<file path="src/rtl/hls_accel_ctrl_pkg.sv">
// Shared constants, FSM state type and helpers for the HLS accelerator control block.
package hls_accel_ctrl_pkg;

    localparam logic [4:0] CSR_CTRL   = 5'h00;
    localparam logic [4:0] CSR_STATUS = 5'h04;
    localparam logic [4:0] CSR_LEN    = 5'h08;
    localparam logic [4:0] CSR_RET    = 5'h0C;
    localparam logic [4:0] CSR_CYCLES = 5'h10;

    localparam int CTRL_START = 0;
    localparam int CTRL_CLEAR = 1;

    localparam int ST_BUSY     = 0;
    localparam int ST_DONE     = 1;
    localparam int ST_TIMEOUT  = 2;
    localparam int ST_CONFLICT = 3;

    typedef enum logic [1:0] {
        IDLE  = 2'd0,
        RUN   = 2'd1,
        ABORT = 2'd2
    } state_e;

    function automatic logic [31:0] sat_inc(input logic [31:0] v);
        return (v == 32'hFFFF_FFFF) ? v : v + 32'd1;
    endfunction

endpackage

</file>
<file path="src/rtl/hls_accel_ctrl_if.sv">
// UDM-side bus bundle: CSR window plus host access to the shared test RAM.
interface hls_accel_ctrl_if #(parameter int ADDR_W = 10);

    logic              csr_req_i;
    logic              csr_we_i;
    logic [4:0]        csr_addr_bi;
    logic [31:0]       csr_wdata_bi;
    logic              csr_resp_o;
    logic [31:0]       csr_rdata_bo;
    logic              host_req_i;
    logic              host_we_i;
    logic [ADDR_W-1:0] host_addr_bi;
    logic [31:0]       host_wdata_bi;
    logic              host_resp_o;
    logic [31:0]       host_rdata_bo;

    modport master (
        output csr_req_i, csr_we_i, csr_addr_bi, csr_wdata_bi,
        output host_req_i, host_we_i, host_addr_bi, host_wdata_bi,
        input  csr_resp_o, csr_rdata_bo, host_resp_o, host_rdata_bo
    );

    modport slave (
        input  csr_req_i, csr_we_i, csr_addr_bi, csr_wdata_bi,
        input  host_req_i, host_we_i, host_addr_bi, host_wdata_bi,
        output csr_resp_o, csr_rdata_bo, host_resp_o, host_rdata_bo
    );

endinterface

</file>
<file path="src/rtl/hls_mem_arb.sv">
// Shared RAM port mux: host owns the port while idle, the accelerator while busy.
module hls_mem_arb
    import hls_accel_ctrl_pkg::*;
#(
    parameter int ADDR_W = 10
) (
    input  logic              clk_i,
    input  logic              rst_i,
    input  logic              busy,
    input  logic              host_req,
    input  logic              host_we,
    input  logic [ADDR_W-1:0] host_addr,
    input  logic [31:0]       host_wdata,
    output logic              host_resp,
    output logic [31:0]       host_rdata,
    input  logic [ADDR_W-1:0] acc_addr,
    input  logic              acc_we,
    input  logic [31:0]       acc_wdata,
    output logic [31:0]       acc_rdata,
    output logic [ADDR_W-1:0] ram_addr,
    output logic              ram_we,
    output logic [31:0]       ram_wdata,
    input  logic [31:0]       ram_rdata,
    output logic              conflict
);

    logic [ADDR_W-1:0] sel_addr_s;
    logic              sel_we_s;
    logic [31:0]       sel_wdata_s;
    logic [ADDR_W-1:0] ram_addr_r;
    logic              ram_we_r;
    logic [31:0]       ram_wdata_r;
    logic              rd_pend_r;
    logic              rd_blk_r;
    logic              resp_r;
    logic              resp_blk_r;

    // Ownership select; an idle accelerator can never write because the host path is chosen.
    always_comb begin
        sel_addr_s  = host_addr;
        sel_we_s    = host_req && host_we;
        sel_wdata_s = host_wdata;
        if (busy) begin
            sel_addr_s  = acc_addr;
            sel_we_s    = acc_we;
            sel_wdata_s = acc_wdata;
        end else begin
            sel_addr_s  = host_addr;
            sel_we_s    = host_req && host_we;
            sel_wdata_s = host_wdata;
        end
    end

    // Register the RAM port and carry host reads two stages to line up with RAM data.
    always_ff @(posedge clk_i) begin
        if (rst_i) begin
            ram_addr_r  <= '0;
            ram_we_r    <= 1'b0;
            ram_wdata_r <= 32'd0;
            rd_pend_r   <= 1'b0;
            rd_blk_r    <= 1'b0;
            resp_r      <= 1'b0;
            resp_blk_r  <= 1'b0;
        end else begin
            ram_addr_r  <= sel_addr_s;
            ram_we_r    <= sel_we_s;
            ram_wdata_r <= sel_wdata_s;
            rd_pend_r   <= host_req && !host_we;
            rd_blk_r    <= host_req && !host_we && busy;
            resp_r      <= rd_pend_r;
            resp_blk_r  <= rd_blk_r;
        end
    end

    assign ram_addr   = ram_addr_r;
    assign ram_we     = ram_we_r;
    assign ram_wdata  = ram_wdata_r;
    // RAM output is already a register; a blocked host read sees zero.
    assign host_resp  = resp_r;
    assign host_rdata = (resp_r && !resp_blk_r) ? ram_rdata : 32'd0;
    assign acc_rdata  = ram_rdata;
    assign conflict   = host_req && busy;

endmodule

</file>
<file path="src/rtl/hls_accel_ctrl.sv">
// ap_ctrl_hs run controller with CSR window, cycle counter, timeout and shared-RAM arbitration.
module hls_accel_ctrl
    import hls_accel_ctrl_pkg::*;
#(
    parameter int ADDR_W  = 10,
    parameter int TIMEOUT = 0
) (
    input  logic              clk_i,
    input  logic              rst_i,
    hls_accel_ctrl_if.slave   bus,
    input  logic [ADDR_W-1:0] acc_addr_bi,
    input  logic              acc_we_i,
    input  logic [31:0]       acc_wdata_bi,
    output logic [31:0]       acc_rdata_bo,
    output logic [ADDR_W-1:0] ram_addr_bo,
    output logic              ram_we_o,
    output logic [31:0]       ram_wdata_bo,
    input  logic [31:0]       ram_rdata_bi,
    output logic              ap_start_o,
    output logic              ap_rst_o,
    input  logic              ap_done_i,
    input  logic              ap_ready_i,
    input  logic              ap_idle_i,
    input  logic [31:0]       ap_return_bi,
    output logic [31:0]       len_bo
);

    localparam logic [31:0] TO_LAST = (TIMEOUT > 0) ? 32'(TIMEOUT - 1) : 32'd0;

    state_e      state_r, state_s;
    logic        ap_start_r, ap_start_s, ap_rst_r, ap_rst_s;
    logic [31:0] len_r, ret_r, cyc_r, csr_rdata_r, rd_mux_s, status_s;
    logic        done_r, to_r, conf_r, csr_resp_r;
    logic        wr_s, rd_s, start_s, clear_s, expire_s, busy_s, conflict_s;
    logic        unused_s;

    assign unused_s = ap_idle_i;
    assign wr_s     = bus.csr_req_i && bus.csr_we_i;
    assign rd_s     = bus.csr_req_i && !bus.csr_we_i;
    assign start_s  = wr_s && (bus.csr_addr_bi == CSR_CTRL) && bus.csr_wdata_bi[CTRL_START];
    assign clear_s  = wr_s && (bus.csr_addr_bi == CSR_CTRL) && bus.csr_wdata_bi[CTRL_CLEAR];
    assign busy_s   = (state_r != IDLE);
    // Fires in the TIMEOUT-th RUN cycle, so the run lasts exactly TIMEOUT cycles.
    assign expire_s = (TIMEOUT > 0) && (cyc_r == TO_LAST);
    assign status_s = {28'd0, conf_r, to_r, done_r, busy_s};

    // State and handshake output registers.
    always_ff @(posedge clk_i) begin
        if (rst_i) begin
            state_r    <= IDLE;
            ap_start_r <= 1'b0;
            ap_rst_r   <= 1'b0;
        end else begin
            state_r    <= state_s;
            ap_start_r <= ap_start_s;
            ap_rst_r   <= ap_rst_s;
        end
    end

    // Next-state logic; done takes priority over a simultaneous timeout.
    always_comb begin
        state_s = state_r;
        case (state_r)
            IDLE:    if (start_s) state_s = RUN; else state_s = IDLE;
            RUN:     if (ap_done_i) state_s = IDLE;
                     else if (expire_s) state_s = ABORT;
                     else state_s = RUN;
            ABORT:   state_s = IDLE;
            default: state_s = IDLE;
        endcase
    end

    // Output logic: ap_start only rises on run entry, so it cannot reassert within a run.
    always_comb begin
        ap_start_s = 1'b0;
        ap_rst_s   = 1'b0;
        case (state_r)
            IDLE: begin
                ap_start_s = (state_s == RUN);
                ap_rst_s   = 1'b0;
            end
            RUN: begin
                ap_start_s = (state_s == RUN) && ap_start_r && !ap_ready_i;
                ap_rst_s   = (state_s == ABORT);
            end
            default: begin
                ap_start_s = 1'b0;
                ap_rst_s   = 1'b0;
            end
        endcase
    end

    // CSR read decode; misaligned and unmapped offsets read as zero.
    always_comb begin
        rd_mux_s = 32'd0;
        case (bus.csr_addr_bi)
            CSR_STATUS: rd_mux_s = status_s;
            CSR_LEN:    rd_mux_s = len_r;
            CSR_RET:    rd_mux_s = ret_r;
            CSR_CYCLES: rd_mux_s = cyc_r;
            default:    rd_mux_s = 32'd0;
        endcase
    end

    // CSRs, sticky status and cycle counter; clear is applied before same-edge sets.
    always_ff @(posedge clk_i) begin
        if (rst_i) begin
            len_r       <= 32'd0;
            ret_r       <= 32'd0;
            cyc_r       <= 32'd0;
            done_r      <= 1'b0;
            to_r        <= 1'b0;
            conf_r      <= 1'b0;
            csr_resp_r  <= 1'b0;
            csr_rdata_r <= 32'd0;
        end else begin
            if (wr_s && (bus.csr_addr_bi == CSR_LEN)) len_r <= bus.csr_wdata_bi;
            if ((state_r == IDLE) && start_s) cyc_r <= 32'd0;
            else if (state_r == RUN) cyc_r <= sat_inc(cyc_r);
            if ((state_r == RUN) && ap_done_i) ret_r <= ap_return_bi;
            done_r      <= (done_r && !clear_s) || ((state_r == RUN) && ap_done_i);
            to_r        <= (to_r && !clear_s) || ((state_r == RUN) && !ap_done_i && expire_s);
            conf_r      <= (conf_r && !clear_s) || conflict_s;
            csr_resp_r  <= rd_s;
            csr_rdata_r <= rd_s ? rd_mux_s : 32'd0;
        end
    end

    hls_mem_arb #(.ADDR_W(ADDR_W)) u_arb (
        .clk_i      (clk_i),
        .rst_i      (rst_i),
        .busy       (busy_s),
        .host_req   (bus.host_req_i),
        .host_we    (bus.host_we_i),
        .host_addr  (bus.host_addr_bi),
        .host_wdata (bus.host_wdata_bi),
        .host_resp  (bus.host_resp_o),
        .host_rdata (bus.host_rdata_bo),
        .acc_addr   (acc_addr_bi),
        .acc_we     (acc_we_i),
        .acc_wdata  (acc_wdata_bi),
        .acc_rdata  (acc_rdata_bo),
        .ram_addr   (ram_addr_bo),
        .ram_we     (ram_we_o),
        .ram_wdata  (ram_wdata_bo),
        .ram_rdata  (ram_rdata_bi),
        .conflict   (conflict_s)
    );

    assign bus.csr_resp_o   = csr_resp_r;
    assign bus.csr_rdata_bo = csr_rdata_r;
    assign ap_start_o       = ap_start_r;
    assign ap_rst_o         = ap_rst_r;
    assign len_bo           = len_r;

endmodule
</file>
<file path="src/flat_wrapper.sv">
// flat-port wrapper written by rule: the top's interface ports become plain ports
module hls_accel_ctrl_flat import hls_accel_ctrl_pkg::*;
#(
    parameter int ADDR_W  = 10,
    parameter int TIMEOUT = 0
)
  (clk_i, rst_i, acc_addr_bi, acc_we_i, acc_wdata_bi, acc_rdata_bo, ram_addr_bo, ram_we_o, ram_wdata_bo, ram_rdata_bi, ap_start_o, ap_rst_o, ap_done_i, ap_ready_i, ap_idle_i, ap_return_bi, len_bo, bus_csr_req_i, bus_csr_we_i, bus_csr_addr_bi, bus_csr_wdata_bi, bus_host_req_i, bus_host_we_i, bus_host_addr_bi, bus_host_wdata_bi, bus_csr_resp_o, bus_csr_rdata_bo, bus_host_resp_o, bus_host_rdata_bo);
  hls_accel_ctrl_if #(.ADDR_W(ADDR_W)) bus_i ();
  input  logic clk_i;
  input  logic rst_i;
  input  logic [ADDR_W-1:0] acc_addr_bi;
  input  logic acc_we_i;
  input  logic [31:0] acc_wdata_bi;
  output logic [31:0] acc_rdata_bo;
  output logic [ADDR_W-1:0] ram_addr_bo;
  output logic ram_we_o;
  output logic [31:0] ram_wdata_bo;
  input  logic [31:0] ram_rdata_bi;
  output logic ap_start_o;
  output logic ap_rst_o;
  input  logic ap_done_i;
  input  logic ap_ready_i;
  input  logic ap_idle_i;
  input  logic [31:0] ap_return_bi;
  output logic [31:0] len_bo;
  input wire logic [$bits(bus_i.csr_req_i)-1:0] bus_csr_req_i;
  input wire logic [$bits(bus_i.csr_we_i)-1:0] bus_csr_we_i;
  input wire logic [$bits(bus_i.csr_addr_bi)-1:0] bus_csr_addr_bi;
  input wire logic [$bits(bus_i.csr_wdata_bi)-1:0] bus_csr_wdata_bi;
  input wire logic [$bits(bus_i.host_req_i)-1:0] bus_host_req_i;
  input wire logic [$bits(bus_i.host_we_i)-1:0] bus_host_we_i;
  input wire logic [$bits(bus_i.host_addr_bi)-1:0] bus_host_addr_bi;
  input wire logic [$bits(bus_i.host_wdata_bi)-1:0] bus_host_wdata_bi;
  output wire logic [$bits(bus_i.csr_resp_o)-1:0] bus_csr_resp_o;
  output wire logic [$bits(bus_i.csr_rdata_bo)-1:0] bus_csr_rdata_bo;
  output wire logic [$bits(bus_i.host_resp_o)-1:0] bus_host_resp_o;
  output wire logic [$bits(bus_i.host_rdata_bo)-1:0] bus_host_rdata_bo;
  assign bus_i.csr_req_i = bus_csr_req_i;
  assign bus_i.csr_we_i = bus_csr_we_i;
  assign bus_i.csr_addr_bi = bus_csr_addr_bi;
  assign bus_i.csr_wdata_bi = bus_csr_wdata_bi;
  assign bus_i.host_req_i = bus_host_req_i;
  assign bus_i.host_we_i = bus_host_we_i;
  assign bus_i.host_addr_bi = bus_host_addr_bi;
  assign bus_i.host_wdata_bi = bus_host_wdata_bi;
  assign bus_csr_resp_o = bus_i.csr_resp_o;
  assign bus_csr_rdata_bo = bus_i.csr_rdata_bo;
  assign bus_host_resp_o = bus_i.host_resp_o;
  assign bus_host_rdata_bo = bus_i.host_rdata_bo;
  hls_accel_ctrl #(.ADDR_W(ADDR_W), .TIMEOUT(TIMEOUT)) u_core (.clk_i(clk_i), .rst_i(rst_i), .bus(bus_i), .acc_addr_bi(acc_addr_bi), .acc_we_i(acc_we_i), .acc_wdata_bi(acc_wdata_bi), .acc_rdata_bo(acc_rdata_bo), .ram_addr_bo(ram_addr_bo), .ram_we_o(ram_we_o), .ram_wdata_bo(ram_wdata_bo), .ram_rdata_bi(ram_rdata_bi), .ap_start_o(ap_start_o), .ap_rst_o(ap_rst_o), .ap_done_i(ap_done_i), .ap_ready_i(ap_ready_i), .ap_idle_i(ap_idle_i), .ap_return_bi(ap_return_bi), .len_bo(len_bo));
endmodule
</file>
<file path="config.mk">
export PLATFORM = sky130hd
export DESIGN_NAME = hls_accel_ctrl_flat
export DESIGN_NICKNAME = d
export VERILOG_FILES = /design/src/rtl/hls_accel_ctrl_pkg.sv /design/src/rtl/hls_accel_ctrl_if.sv /design/src/rtl/hls_mem_arb.sv /design/src/rtl/hls_accel_ctrl.sv /design/src/flat_wrapper.sv
export SDC_FILE = /design/constraint.sdc
export NUM_CORES = 1
export LEC_CHECK = 0
export ABC_AREA = 1
export CORE_AREA = 2 2 142 144
export DETAILED_ROUTE_END_ITERATION = 8
export DIE_AREA = 0 0 144 146
export DONT_BUFFER_PORTS = 1
export HOLD_SLACK_MARGIN = 0.08
export PLACE_DENSITY = 0.64
export RECOVER_POWER = 100
export SYNTH_ARGS = -nofsm -noshare
export SYNTH_HDL_FRONTEND = slang
export SYNTH_SLANG_ARGS = --single-unit
</file>
<file path="constraint.sdc">
create_clock -name clk_i -period 4.7 [get_ports clk_i]
set_clock_uncertainty 0.2 [all_clocks]
set_input_delay 0.47 -clock clk_i [delete_from_list [all_inputs] [get_ports clk_i]]
set_output_delay 0.47 -clock clk_i [all_outputs]
set_load 0.05 [all_outputs]
</file>
==> results.md <==
- Core area: a little under 20000 µm²
- WP data arrival: between 3 and 4 ns
- Switch Pwr: 0.909 mW
- Final Setup Violations: 0
- Vias in the first global route: 7800
- Post-Syn Nets: roughly 1400
- Pin count of the biggest net entering global routing: 66
- Avg Vias per Cell: between 5 and 6
- Drt first pass iters: 5
- Lkg Pwr: 4.13 nW
- # fillers: 1848
- FP Rows: 51
- H-tree depth: 4
- Sequential cell area: 3620 µm²
- Slowest library cell on the worst path: inv_1
- CTS clk-pin slew, worst paths: 0.07 ns
- Asr flop ratio synth: 0%
- Flops & latches, synth: 181
- Slew @ Worst Pin: roughly 1.5 ns
- Layout cells sized above 1: 4.42%
- Syn_area_per_cell: 6.93 µm²
- Slew headroom: -2.46%
- Effective utilization at floorplan: 42.0%
- Post-CTS setup buffers: 0
- Critical path's largest stage delay: 0.82 ns
- Synth cell types: 37
- CP startpoint kind: input pin
- Total CTS buffers: 17
- Sequential fraction of the synthesis area: 44.7%
- Failing checks: max-capacitance violations, max-slew violations
- Global route total overflow: 0
- Synth-to-Final Area Change: 23.1%
- Clock Latency Late Sink: between 0.4 and 0.5 ns
- Die Area: approximately 21000 µm²
- Area of the multi-input gates: about 3400 µm²
- Worst Hold Class: input pin to flip-flop
- CTS resizes: 0
- WP data required: 4.84 ns
- Sequential power share: 50.1%
- YS warnings: 0
- MaxCap Viol Count: 1
- Die X: 144 µm
- Clk sinks: about 180
- Nets: about 1500
- Initial drt markers: between 600 and 700
- Post-synth EDFFs: 0
- Hold Crit Start: bus_host_wdata_bi[4]
- Root buf cell: clkbuf_16
- WL/cell: a little under 20 µm
- Dpl cells: 1357
- Maximum clock rate: approximately 270 MHz
- RSZ-0062 raised after global routing: no
- Synth Flop Type: dfxtp_1
- CP Capture Type: flip-flop
- Final Slew Violations: 32
- Gpl congestion: roughly 0.93
- DP Wirelength: ~21 mm
- Status: finished with violations
- Initial antenna violation count: 6
- Largest cells by area after synthesis: dfxtp_1 (45%), nor2_1 (13%), nand2_1 (9.9%)
- CTS tree: yes
- Tmin final: between 3 and 4 ns
- Die height: 146 µm
- Syn Inst Count: 1171
- Routed wire length: 29.8 mm
- Final Cycle Share: between 70% and 80%
- Hold_ws: 0.0959 ns
- Post-Route Setup TNS: 0 ns
- Clock power share: around 44%
- Pint: between 2 and 2.5 mW
- First-pass GRT wire length: roughly 45 mm
- Antenna Violating Nets Remaining: 0
- Worst R2R Start: u_core.state_r[0]$_SDFF_PP0_
- DRC Markers: 0
- Global Route Usage Sum: 28.1%
- Io pins: 370
- Combinational cell fraction of total power: 6.1%
- Port Buffers: 0
- Leading area contributor after synthesis: dfxtp_1
- Crit path from: rst_i
- Top cell type's share of synthesized area: 44.7%
- Maximum clock path buffer count: 2
- Final Hold Fails: 0
- Util after Layout: 51.7%
- Critical path class: input pin to flip-flop
- Total number of vias: 7853
- Worst vdd ir: 0.000235 V
- Syn Std Cell Area: a little over 8000 µm²
- Net Sw Frac: 27.6%
- CP max FO: 45
- Final cell count without fillers: ~1500
- Pwr/cell area: 330 nW/µm²
- CP Cell Sequence: inv_1 > nand2_1 > nor2_1 > clkbuf_1 > o21ai_0 > a31oi_1
## through the flow
step / area, µm² / setup WS [ns] / total power [mW]
detailed placement: 8010 / 1.75 / 1.79
floorplan: 8110 / 2.34 / 1.83
global route: 9990 / 0.729 / 3.40
CTS: 10000 / 1.28 / 3.31
global placement: 8010 / 1.81 / 1.79
finish: 9990 / 1.06 / 3.29
## power groups by stage
stage / clock network [mW] / registers (mW) / logic (mW)
3_5_place_dp: 0 / 1.69 / 0.100
4_1_cts: 1.46 / 1.65 / 0.198
2_1_floorplan: 0 / 1.68 / 0.155
6_report: 1.44 / 1.65 / 0.202
5_1_grt: 1.52 / 1.65 / 0.218
3_3_place_gp: 0 / 1.69 / 0.0982
## layer usage
metal | share of wire [%] | GRT usage (%)
met1 | 39 | 33.1
met2 | 48 | 46.4
met3 | 11 | 10.8
met4 | 2.6 | 10.1
met5 | 0 | 0
## synth_stat cells, drive strengths merged, types with 4 or more instances
cell type,n
o21ai,128
nand2,221
nor3,4
buf,48
inv,132
clkbuf,39
o22ai,10
a31oi,4
xor2,11
nand4,6
dfxtp,181
nor2,281
a21oi,60
nand3,26
o211ai,10
## area by class of cell
class | count | share of cell area, %
flip-flops and latches | 181 | 36.3
multi-input cells | 769 | 34.3
repair buffers | 152 | 14.9
inverters | 134 | 5.06
clock buffers | 18 | 4.40
well taps | 265 | 3.32
clock inverters | 14 | 1.53
diodes | 6 | 0.150
## path summary, 6_finish.rpt
kind / end / cells past startpoint / slack, ns
hold reg to reg: u_core.u_arb.host_resp$_SDFF_PP0_ / 2 / 0.21
setup / recovery: u_core.bus.csr_rdata_bo[31]$_SDFF_PP0_ / 6 / 1.06
hold / removal: u_core.u_arb.ram_wdata[4]$_SDFF_PP0_ / 2 / 0.1
setup reg to reg: u_core.u_arb.ram_wdata[14]$_SDFF_PP0_ / 5 / 1.66
## flip-flops by register name (all words and copies together), names as in the netlist, 10 cells and up
register                 flops
u_core.len_bo               32
u_core.ret_r                32
u_core.cyc_r                32
u_core.u_arb.ram_addr       10
u_core.u_arb.ram_wdata      32
u_core.bus.csr_rdata_bo     32
## critical path, delay by kind of cell
kind	cells	cell delay, ns
simple gates	2	0.84
buf+inv	2	1.51
compound gates	2	0.96
## what timing repair did
item	4_1_cts	5_1_grt
setup endpoints to repair	0	0
hold buffers	144	0
hold endpoints to repair	113	0
## placed cells by master (no fill, tap or decap), types with 3 or more instances in the layout
cell type | synthesis | routed
nor2_1 | 275 | 276
nand2_1 | 215 | 216
dfxtp_1 | 181 | 181
dlygate4sd3_1 | 0 | 144
inv_1 | 129 | 131
o21ai_0 | 127 | 128
a21oi_1 | 40 | 52
nand3_1 | 26 | 26
clkbuf_16 | 0 | 17
xor2_1 | 11 | 11
o211ai_1 | 10 | 10
o22ai_1 | 10 | 10
a21oi_2 | 20 | 8
diode_2 | 0 | 6
nand4_1 | 6 | 6
inv_8 | 0 | 6
buf_4 | 35 | 5
a31oi_1 | 4 | 4
nor3_1 | 4 | 4
nor2_2 | 4 | 3
inv_6 | 0 | 3
clkinv_4 | 0 | 3
clkbuf_1 | 39 | 3
## kinds of logic after synthesis
| group | Yosys count | synth area share (%) |
|---|---|---|
| compound gates | 213 | 14.6 |
| fa+ha+maj | 1 | 0.154 |
| buf+inv | 221 | 12.4 |
| other cells | 1 | 0.0462 |
| flops | 181 | 44.7 |
| xor+xnor | 12 | 1.30 |
| simple gates | 542 | 26.8 |
Power figures use the tool's default switching activity.
